<file path="config.mk">
export PLATFORM = sky130hd
export DESIGN_NAME = regfile_wb_arbiter
export DESIGN_NICKNAME = d
export VERILOG_FILES = /design/src/rtl/regfile_pkg.sv /design/src/rtl/rr_arbiter.sv /design/src/rtl/regfile_wb_arbiter.sv
export SDC_FILE = /design/constraint.sdc
export NUM_CORES = 1
export LEC_CHECK = 0
export ABC_AREA = 1
export CAP_MARGIN = 10
export CORE_MARGIN = 3
export CORE_UTILIZATION = 44
export CTS_CLUSTER_SIZE = 40
export DETAILED_ROUTE_END_ITERATION = 8
export GPL_TIMING_DRIVEN = 0
export PLACE_DENSITY = 0.91
export RECOVER_POWER = 25
export SKIP_LAST_GASP = 1
export SLEW_MARGIN = 20
export SYNTH_ARGS = -nofsm -noshare
export SYNTH_HDL_FRONTEND = slang
export SYNTH_HIERARCHICAL = 1
export SYNTH_SLANG_ARGS = --single-unit
</file>
<file path="constraint.sdc">
create_clock -name clk_i -period 4.3 [get_ports clk_i]
set_input_delay 0.86 -clock clk_i [delete_from_list [all_inputs] [get_ports clk_i]]
set_output_delay 0.86 -clock clk_i [all_outputs]
set_load 0.005 [all_outputs]
</file>
<file path="src/rtl/regfile_pkg.sv">
// regfile_pkg
//   Shared constants and types for the RegisterFile writeback path.
//   XLEN       : data width of one architectural register
//   REG_ADDR_W : width of a register index
//   NUM_REGS   : architectural register count; register 0 reads as zero
package regfile_pkg;
  localparam int XLEN       = 64;
  localparam int REG_ADDR_W = 5;
  localparam int NUM_REGS   = 32;

  typedef logic [REG_ADDR_W-1:0] reg_idx_t;
  typedef logic [XLEN-1:0]       xlen_t;

  localparam reg_idx_t REG_ZERO = '0;
endpackage

</file>
<file path="src/rtl/rr_arbiter.sv">
// rr_arbiter
//   Round-robin arbiter with an internal rotating pointer. The grant is
//   purely combinational from req_i and the registered pointer; the pointer
//   moves to one past the winner whenever something is granted.
//   Ports:
//     clk_i   : clock
//     rst_i   : asynchronous active-high reset
//     req_i   : N-wide request vector
//     grant_o : one-hot grant (all zero when nothing requests)
//   Build option RFWB_FIXED_PRIO_EN: requester 0 always wins when it
//   requests; requesters 1..N-1 rotate among themselves and the pointer
//   never lands on 0.
module rr_arbiter #(
  parameter int N = 3
) (
  input  logic         clk_i,
  input  logic         rst_i,
  input  logic [N-1:0] req_i,
  output logic [N-1:0] grant_o
);
  localparam int PTR_W = (N > 1) ? $clog2(N) : 1;

`ifdef RFWB_FIXED_PRIO_EN
  localparam logic [PTR_W-1:0] RST_PTR = PTR_W'(1);
`else
  localparam logic [PTR_W-1:0] RST_PTR = '0;
`endif

  logic [PTR_W-1:0] ptr_q, ptr_d;
  logic [PTR_W:0]   sum;
  logic [PTR_W-1:0] idx;
  logic             found;

  always_comb begin
    grant_o = '0;
    ptr_d   = ptr_q;
    found   = 1'b0;
    sum     = '0;
    idx     = '0;
`ifdef RFWB_FIXED_PRIO_EN
    if (req_i[0]) begin
      grant_o[0] = 1'b1;
      found      = 1'b1;
    end
    // Rotation over 1..N-1 only; wrap subtracts N-1 so 0 is skipped.
    for (int k = 0; k < N - 1; k++) begin
      sum = {1'b0, ptr_q} + (PTR_W+1)'(k);
      if (sum >= (PTR_W+1)'(N)) sum = sum - (PTR_W+1)'(N - 1);
      idx = sum[PTR_W-1:0];
      if (!found && req_i[idx]) begin
        grant_o[idx] = 1'b1;
        found        = 1'b1;
        ptr_d        = (idx == PTR_W'(N - 1)) ? PTR_W'(1) : idx + PTR_W'(1);
      end
    end
`else
    for (int k = 0; k < N; k++) begin
      sum = {1'b0, ptr_q} + (PTR_W+1)'(k);
      if (sum >= (PTR_W+1)'(N)) sum = sum - (PTR_W+1)'(N);
      idx = sum[PTR_W-1:0];
      if (!found && req_i[idx]) begin
        grant_o[idx] = 1'b1;
        found        = 1'b1;
        ptr_d        = (idx == PTR_W'(N - 1)) ? '0 : idx + PTR_W'(1);
      end
    end
`endif
  end

  always_ff @(posedge clk_i or posedge rst_i) begin
    if (rst_i) ptr_q <= RST_PTR;
    else       ptr_q <= ptr_d;
  end
endmodule

</file>
<file path="src/rtl/regfile_wb_arbiter.sv">
// regfile_wb_arbiter
//   Owns the single RegisterFile write port. Arbitrates NUM_REQ writeback
//   requesters round-robin, registers the winning write (1-cycle latency)
//   and keeps a pending-write scoreboard that stalls issue on RAW/WAW.
//   Ports:
//     clk_i, rst_i                  : clock, async active-high reset
//     wb_valid_i/wb_rd_i/wb_data_i  : per-requester writeback (slice i)
//     wb_ready_o                    : one-hot grant
//     rf_we_o/rf_rd_o/rf_wdata_o    : registered RegisterFile write
//     issue_valid_i, issue_rd_i,
//     issue_rs1_i, issue_rs2_i      : instruction issuing this cycle
//     issue_stall_o                 : hazard flag from registered busy bits
//     flush_i                       : clears the scoreboard
//   Build option RFWB_FIXED_PRIO_EN (in rr_arbiter): requester 0 has fixed
//   top priority.
module regfile_wb_arbiter
  import regfile_pkg::*;
#(
  parameter int NUM_REQ = 3
) (
  input  logic                          clk_i,
  input  logic                          rst_i,
  input  logic [NUM_REQ-1:0]            wb_valid_i,
  input  logic [NUM_REQ*REG_ADDR_W-1:0] wb_rd_i,
  input  logic [NUM_REQ*XLEN-1:0]       wb_data_i,
  output logic [NUM_REQ-1:0]            wb_ready_o,
  output logic                          rf_we_o,
  output reg_idx_t                      rf_rd_o,
  output xlen_t                         rf_wdata_o,
  input  logic                          issue_valid_i,
  input  reg_idx_t                      issue_rd_i,
  input  reg_idx_t                      issue_rs1_i,
  input  reg_idx_t                      issue_rs2_i,
  output logic                          issue_stall_o,
  input  logic                          flush_i
);
  logic [NUM_REQ-1:0]  grant;
  logic                hs;
  reg_idx_t            gnt_rd;
  xlen_t               gnt_data;
  logic                wr_d;
  logic                rf_we_q;
  reg_idx_t            rf_rd_q;
  xlen_t               rf_wdata_q;
  logic [NUM_REGS-1:0] busy_q, busy_d;

  rr_arbiter #(.N(NUM_REQ)) u_arb (
    .clk_i   (clk_i),
    .rst_i   (rst_i),
    .req_i   (wb_valid_i),
    .grant_o (grant)
  );

  // Grant only goes to a valid requester, so any ready bit is a handshake.
  assign wb_ready_o = rst_i ? '0 : grant;
  assign hs         = |wb_ready_o;

  always_comb begin
    gnt_rd   = REG_ZERO;
    gnt_data = '0;
    for (int i = 0; i < NUM_REQ; i++) begin
      if (grant[i]) begin
        gnt_rd   = gnt_rd   | wb_rd_i[i*REG_ADDR_W +: REG_ADDR_W];
        gnt_data = gnt_data | wb_data_i[i*XLEN +: XLEN];
      end
    end
  end

  // Writes to x0 are accepted from the requester but never reach the file.
  assign wr_d = hs && (gnt_rd != REG_ZERO);

  always_ff @(posedge clk_i or posedge rst_i) begin
    if (rst_i) begin
      rf_we_q    <= 1'b0;
      rf_rd_q    <= REG_ZERO;
      rf_wdata_q <= '0;
    end else begin
      rf_we_q <= wr_d;
      if (wr_d) begin
        rf_rd_q    <= gnt_rd;
        rf_wdata_q <= gnt_data;
      end
    end
  end

  assign rf_we_o    = rf_we_q;
  assign rf_rd_o    = rf_rd_q;
  assign rf_wdata_o = rf_wdata_q;

  assign issue_stall_o = busy_q[issue_rs1_i] | busy_q[issue_rs2_i] | busy_q[issue_rd_i];

  // Clear is applied first so a same-index set in the same cycle wins.
  always_comb begin
    busy_d = busy_q;
    if (rf_we_q) busy_d[rf_rd_q] = 1'b0;
    if (flush_i) begin
      busy_d = '0;
    end else if (issue_valid_i && !issue_stall_o && (issue_rd_i != REG_ZERO)) begin
      busy_d[issue_rd_i] = 1'b1;
    end
    busy_d[0] = 1'b0;
  end

  always_ff @(posedge clk_i or posedge rst_i) begin
    if (rst_i) busy_q <= '0;
    else       busy_q <= busy_d;
  end
endmodule

</file>
# [Word level (Yosys, flattened, before mapping)]
# Index checks and enable logic that the tools add are counted.
[totals] regBits=103 word_cells=105 in_bits=229 out_inout_bits=74
[classes] mux=46 n_bitwise=11 magnitude_cmp=15 eq_ne=3 n_addsub=8 reduce_logical=17
[ops] op="$mux W64" count=3
[ops] op="$or A64 B64 Y64" count=2
[ops] op="$mux W32" count=3
[ops] op="$and A32 B32 Y32" count=1
[ops] op="$not A32 Y32" count=1
[ops] op="$or A32 B32 Y32" count=1
[ops] op="$lt A5 B6 Y1 const B" count=4
[ops] op="$mux W2" count=9
[ops] op="$bmux W1 S5" count=3
[ops] op="$mux W5" count=3
[ops] op="$mux W1" count=13
[ops] op="$mux W3" count=4
[ops] op="$demux W1 S5" count=2
[ops] op="$ge A5 B1 Y1 const B" count=2
[ops] op="$logic_and A1 B1 Y1" count=10
[ops] op="$or A5 B5 Y5" count=2
[ops] op="$reduce_bool A5 Y1" count=2
[ops] op="$lt A2 B3 Y1 const B" count=3
[ops] op="$add A2 B1 Y2 const B" count=3
[ops] op="$bmux W1 S2" count=3
[ops] op="$demux W1 S2" count=3
[ops] op="$eq A2 B2 Y1 const B" count=3
[ops] op="$ge A2 B1 Y1 const B" count=3
[ops] op="$ge A3 B2 Y1 const B" count=2
[ops] op="other kinds (9)" count=15

# [Longest topological paths before layout]
[depth] word_depth=18 depth_mapped=22 depth_no_buf=19

# [By module]
# The synthesis kept the hierarchy.
[modules_own_cells] mod="regfile_wb_arbiter" seq_area_each_um2=2527.4 instances=1 area_per_inst_um2=6812.8 cells_each=1094
[modules_own_cells] mod="rr_arbiter" seq_area_each_um2=50.0 instances=1 area_per_inst_um2=330.3 cells_each=55

# [Worst setup path before layout]
# No wires, ideal clock.
[synth_timing] kind="input to output" start="input issue_rs2_i[0]" end="output issue_stall_o" path_buffers=3 path_stages=13 setup_slack_ns=1.377 t_arrival_ns=2.063 required_time_ns=3.440 cell_sequence="buf_2 > inv_2 > buf_2 > nand2_1 > nand3_1 > nand3_1 > nand3_1 > nand2_1 > nand2_1 > nand2_1 > nor2_2 > buf_4 > nand2_1"
[synth_via] elab_chain_cells=4
[synth_lines] element="start: declaration" line="regfile_wb_arbiter.sv:33" text="input reg_idx_t issue_rs2_i,"
[synth_lines] element="$bmux W1 S5" line="regfile_wb_arbiter.sv:90" text="assign issue_stall_o = busy_q[issue_rs1_i] | busy_q[issue_rs2_i] | busy_q[issue_rd_i];"
[synth_lines] element="$mux W1 (not written as such)" line="regfile_wb_arbiter.sv:90"
[synth_lines] element="$or A1 B1 Y1 (2 in a row)" line="regfile_wb_arbiter.sv:90"
[synth_lines] element="end: declaration" line="regfile_wb_arbiter.sv:34" text="output logic issue_stall_o,"
# Every way passes these cells. The select of a mux whose other input is x is not followed.

# [Worst setup path in the final report]
[layout_timing] start="input issue_rd_i[2]" end="output issue_stall_o"
[layout_via] elab_chain_cells=3
[layout_lines] element="start: declaration" line="regfile_wb_arbiter.sv:31" text="input reg_idx_t issue_rd_i,"
[layout_lines] element="$bmux W1 S5" line="regfile_wb_arbiter.sv:90"
[layout_lines] element="$mux W1 (not written as such)" line="regfile_wb_arbiter.sv:90"
[layout_lines] element="$or A1 B1 Y1" line="regfile_wb_arbiter.sv:90"
# Every way passes these cells. The select of a mux whose other input is x is not followed.

==> out/results.ini <==
[detailed_routing]
ant_nets=0
routed_wl_mm=32.4
vias=9292
first_iter_violations=906
avgViaCountPerCell=5.52
wl_per_cell_um=19.2
route.detailed.drc=0
first_pass_iters=6

[hold_path]
holdPathStages=2
hp-class=reg2reg
holdPathEnd=rf_wdata_o[58]$_DFFE_PP0P_
worstHoldStart=rf_wdata_o[58]$_DFFE_PP0P_

[power]
switchingPower_uw=3880
p_clk_share_pct=12.5
leakagePower_uw=0.00508
switching_share_pct=49.5
p_comb_share_pct=66.1
pwr_density_cell_nw_per_um2=723
seqPwrFrac_pct=21.4
p_int_uw=3960
ir_worst_vdd_mv=0.529

[setup_path]
path_cells=clkdlybuf4s50_1 -> inv_1 -> nor3_1 -> nand2_1 -> nand2_1 -> inv_1 -> nand2_1 -> nor2_4 -> clkbuf_4 -> nand2_1 -> clkdlybuf4s50_1
r2r_slack_ns=0.58
critPathBufInv=5
worst_r2r_endpoint=rf_wdata_o[35]$_DFFE_PP0P_
slowest_stage=clkdlybuf4s50_1
rr_worst_depth=15
criticalPathCategory=in2out
crit_fanout=10
crit_path_start_kind=primary input
r2r_start=u_arb/ptr_q[0]$_DFFE_PP0P_
worstPathRequired_ns=3.44
arrival_ns=3.34
cp_common_cell=nand2_1
critPathMaxStageDelay_ns=0.59
end_kind=output pin
cpLargestDelayFamily=buffers and inverters

[outcome]
status=finished, violations left
violations=capacitance limit, slew limit

[grt]
grt_max_degree=55
grt_pass1_wl_mm=49.9
antenna_found_initial=4
grt-ovfl-total=0
first_global_vias=9135
track_usage_pct=35.6

[synthesis]
syn_avg_cell_area_um2=6.22
ys_seq_area_share_pct=36.1
netlist-cell-type-count=28
synthCells=1149
synth_top_area_share_pct=36.1
syn_nets=1382
synth_flop_cell=dfrtp_1
synth_area_leader_cell=dfrtp_1
yosysWarnings=6
async_flop_share_pct=100
syn_area_um2=7140
synth.area.top_cells=dfrtp_1, nand2_1, a21oi_1
ys_ff_latch=103
synth-edff-count=0

[die]
die_h_um=133
start_util_pct=46.0
die_area_um2=17800
core_um2=15500
fp-row-count=45
die_x_um=133
io_pins=303

[place]
dpl_cell_area_um2=10400
port_buffers=298
place_hpwl_mm=24.7
gp_congestion=0.978

[layout]
drive_above_1_share_pct=4.64
layout.nets=1695
syn_to_final_growth_pct=51.7
stdcell_area_um2=10800

[timing]
clock.fmax_mhz=238
worstMarginPinSlew_ns=2.36
setup_viol=0
finalMaxSlewViolations=48
fin_crit_sh_pct=97.6
slew_headroom_pct=-58.2
period_needed_ns=4.20
finalClockSkew_ns=0.00532
finalHoldViolCount=0
whs_ns=0.531

[clock_tree]
cts_num_sinks=103
cts_hold_buffers=0
cts-root-buf=clkbuf_16
htree_levels=3
cts_buffers=9
cts.clk_slew.worst_paths_ns=0.07
cts_buffer_depth=2
clk_latency_ns=0.35
tritoncts=yes

[run]
cap_violations=1

==> per-layer routing <==
metal	GRT usage, %	wire length [um]
met1	43.5	11800
met2	58.4	15500
met3	10.1	3610
met4	16.3	1370
met5	0	0
==> power by group through the flow <==
| stage | clock network (uW) | logic, uW | registers [uW] |
|---|---|---|---|
| detailed placement | 0 | 5040 | 1660 |
| floorplan | 0 | 2930 | 1650 |
| finish | 980 | 5180 | 1680 |
| global route | 1020 | 5670 | 1710 |
| global placement | 0 | 4910 | 1640 |
| CTS | 977 | 5110 | 1660 |
==> final cells by class <==
type	instances	area (um^2)
Timing Repair Buffer	302	3030
Buffer	65	317
Fill cell	1368	4700
Multi-Input combinational cell	875	3890
Inverter	106	399
Tap cell	211	264
Clock buffer	10	229
Clock inverter	6	116
Sequential cell	103	2580
Antenna cell	4	10.0
==> placed cells by master, fill, tap and decap left out, types with 3 or more instances in the layout <==
cell,count
a21oi_1,189
buf_2,18
buf_4,8
buf_6,3
bufinv_16,3
clkbuf_1,35
clkbuf_16,9
clkdlybuf4s50_1,297
dfrtp_1,103
diode_2,4
ha_1,4
inv_1,102
inv_2,3
nand2_1,408
nand3_1,70
nand4_1,31
nor2_1,111
nor2_2,4
nor2_4,4
nor3_1,17
nor3_2,4
o211ai_1,3
o21ai_0,18
==> flip-flops by register name, indices dropped and copies added, names as in the netlist <==
name         flops
rf_we_o          1
rf_rd_o          5
busy_q          31
u_arb/ptr_q      2
rf_wdata_o      64
==> worst max path at each step <==
stage / start / to / slack [ns] / depth (start not counted)
6_report: issue_rd_i[2] / issue_stall_o / 0.10 / 11
5_1_grt: issue_rd_i[2] / issue_stall_o / -0.001 / 11
4_1_cts: issue_rd_i[0] / issue_stall_o / 0.002 / 13
3_5_place_dp: issue_rd_i[0] / issue_stall_o / -0.07 / 13
3_3_place_gp: rst_i / rf_wdata_o[9]$_DFFE_PP0P_ / -1.05 / 2
2_1_floorplan: rst_i / busy_q[10]$_DFF_PP0_ / 0.79 / 1
==> repair_timing <==
item                       CTS  global route
pin swaps                    0             1
setup endpoints to repair    1             1
gates resized for setup      1             8
setup buffers                0             3
==> worst register-to-register path: cells and delay by family, from the launching register on <==
| kind | cells | cell delay (ns) |
|---|---|---|
| AOI/OAI and AO/OA | 6 | 1.15 |
| adders and majority gates | 1 | 0.38 |
| buffers and inverters | 5 | 1.27 |
| DFF | 1 | 0.38 |
| and+or+nand+nor | 3 | 0.39 |
==> per-stage QoR <==
step | instances | power, uW | worst slack [ns] | TNS (ns) | util, %
after floorplan | 1149 | 4590 | 0.793 | 0 | -
after global placement | 1658 | 6560 | -1.05 | -105.25 | 66.9
after detailed placement | 1659 | 6710 | -0.0681 | -0.0681 | 67.2
after CTS | 1675 | 7750 | 0.00223 | 0 | 69.4
after global routing | 1682 | 8390 | -0.00138 | -0.00138 | 69.7
final | 1682 | 7840 | 0.101 | 0 | 69.7
==> synth_stat cells, drive strengths merged (2+ instances only) <==
master / count
a21oi: 189
nor3: 21
dfrtp: 103
nand4: 32
o211ai: 3
nand2: 410
nand3: 71
buf: 30
clkbuf: 35
inv: 106
a21boi: 2
o21ai: 20
ha: 4
a22oi: 2
nor2: 119
==> cells by family (layout without fill, tap and decap cells) <==
| kind of cell | Yosys count | after routing | synth area share, % |
|---|---|---|---|
| simple gates | 654 | 654 | 37.8 |
| compound gates | 217 | 217 | 15.5 |
| buf+inv | 171 | 489 | 9.91 |
| flops | 103 | 103 | 36.1 |
| fa+ha+maj | 4 | 4 | 0.701 |
| other cells | 0 | 4 | 0 |
Note: power is estimated with default switching activity, not from simulation.
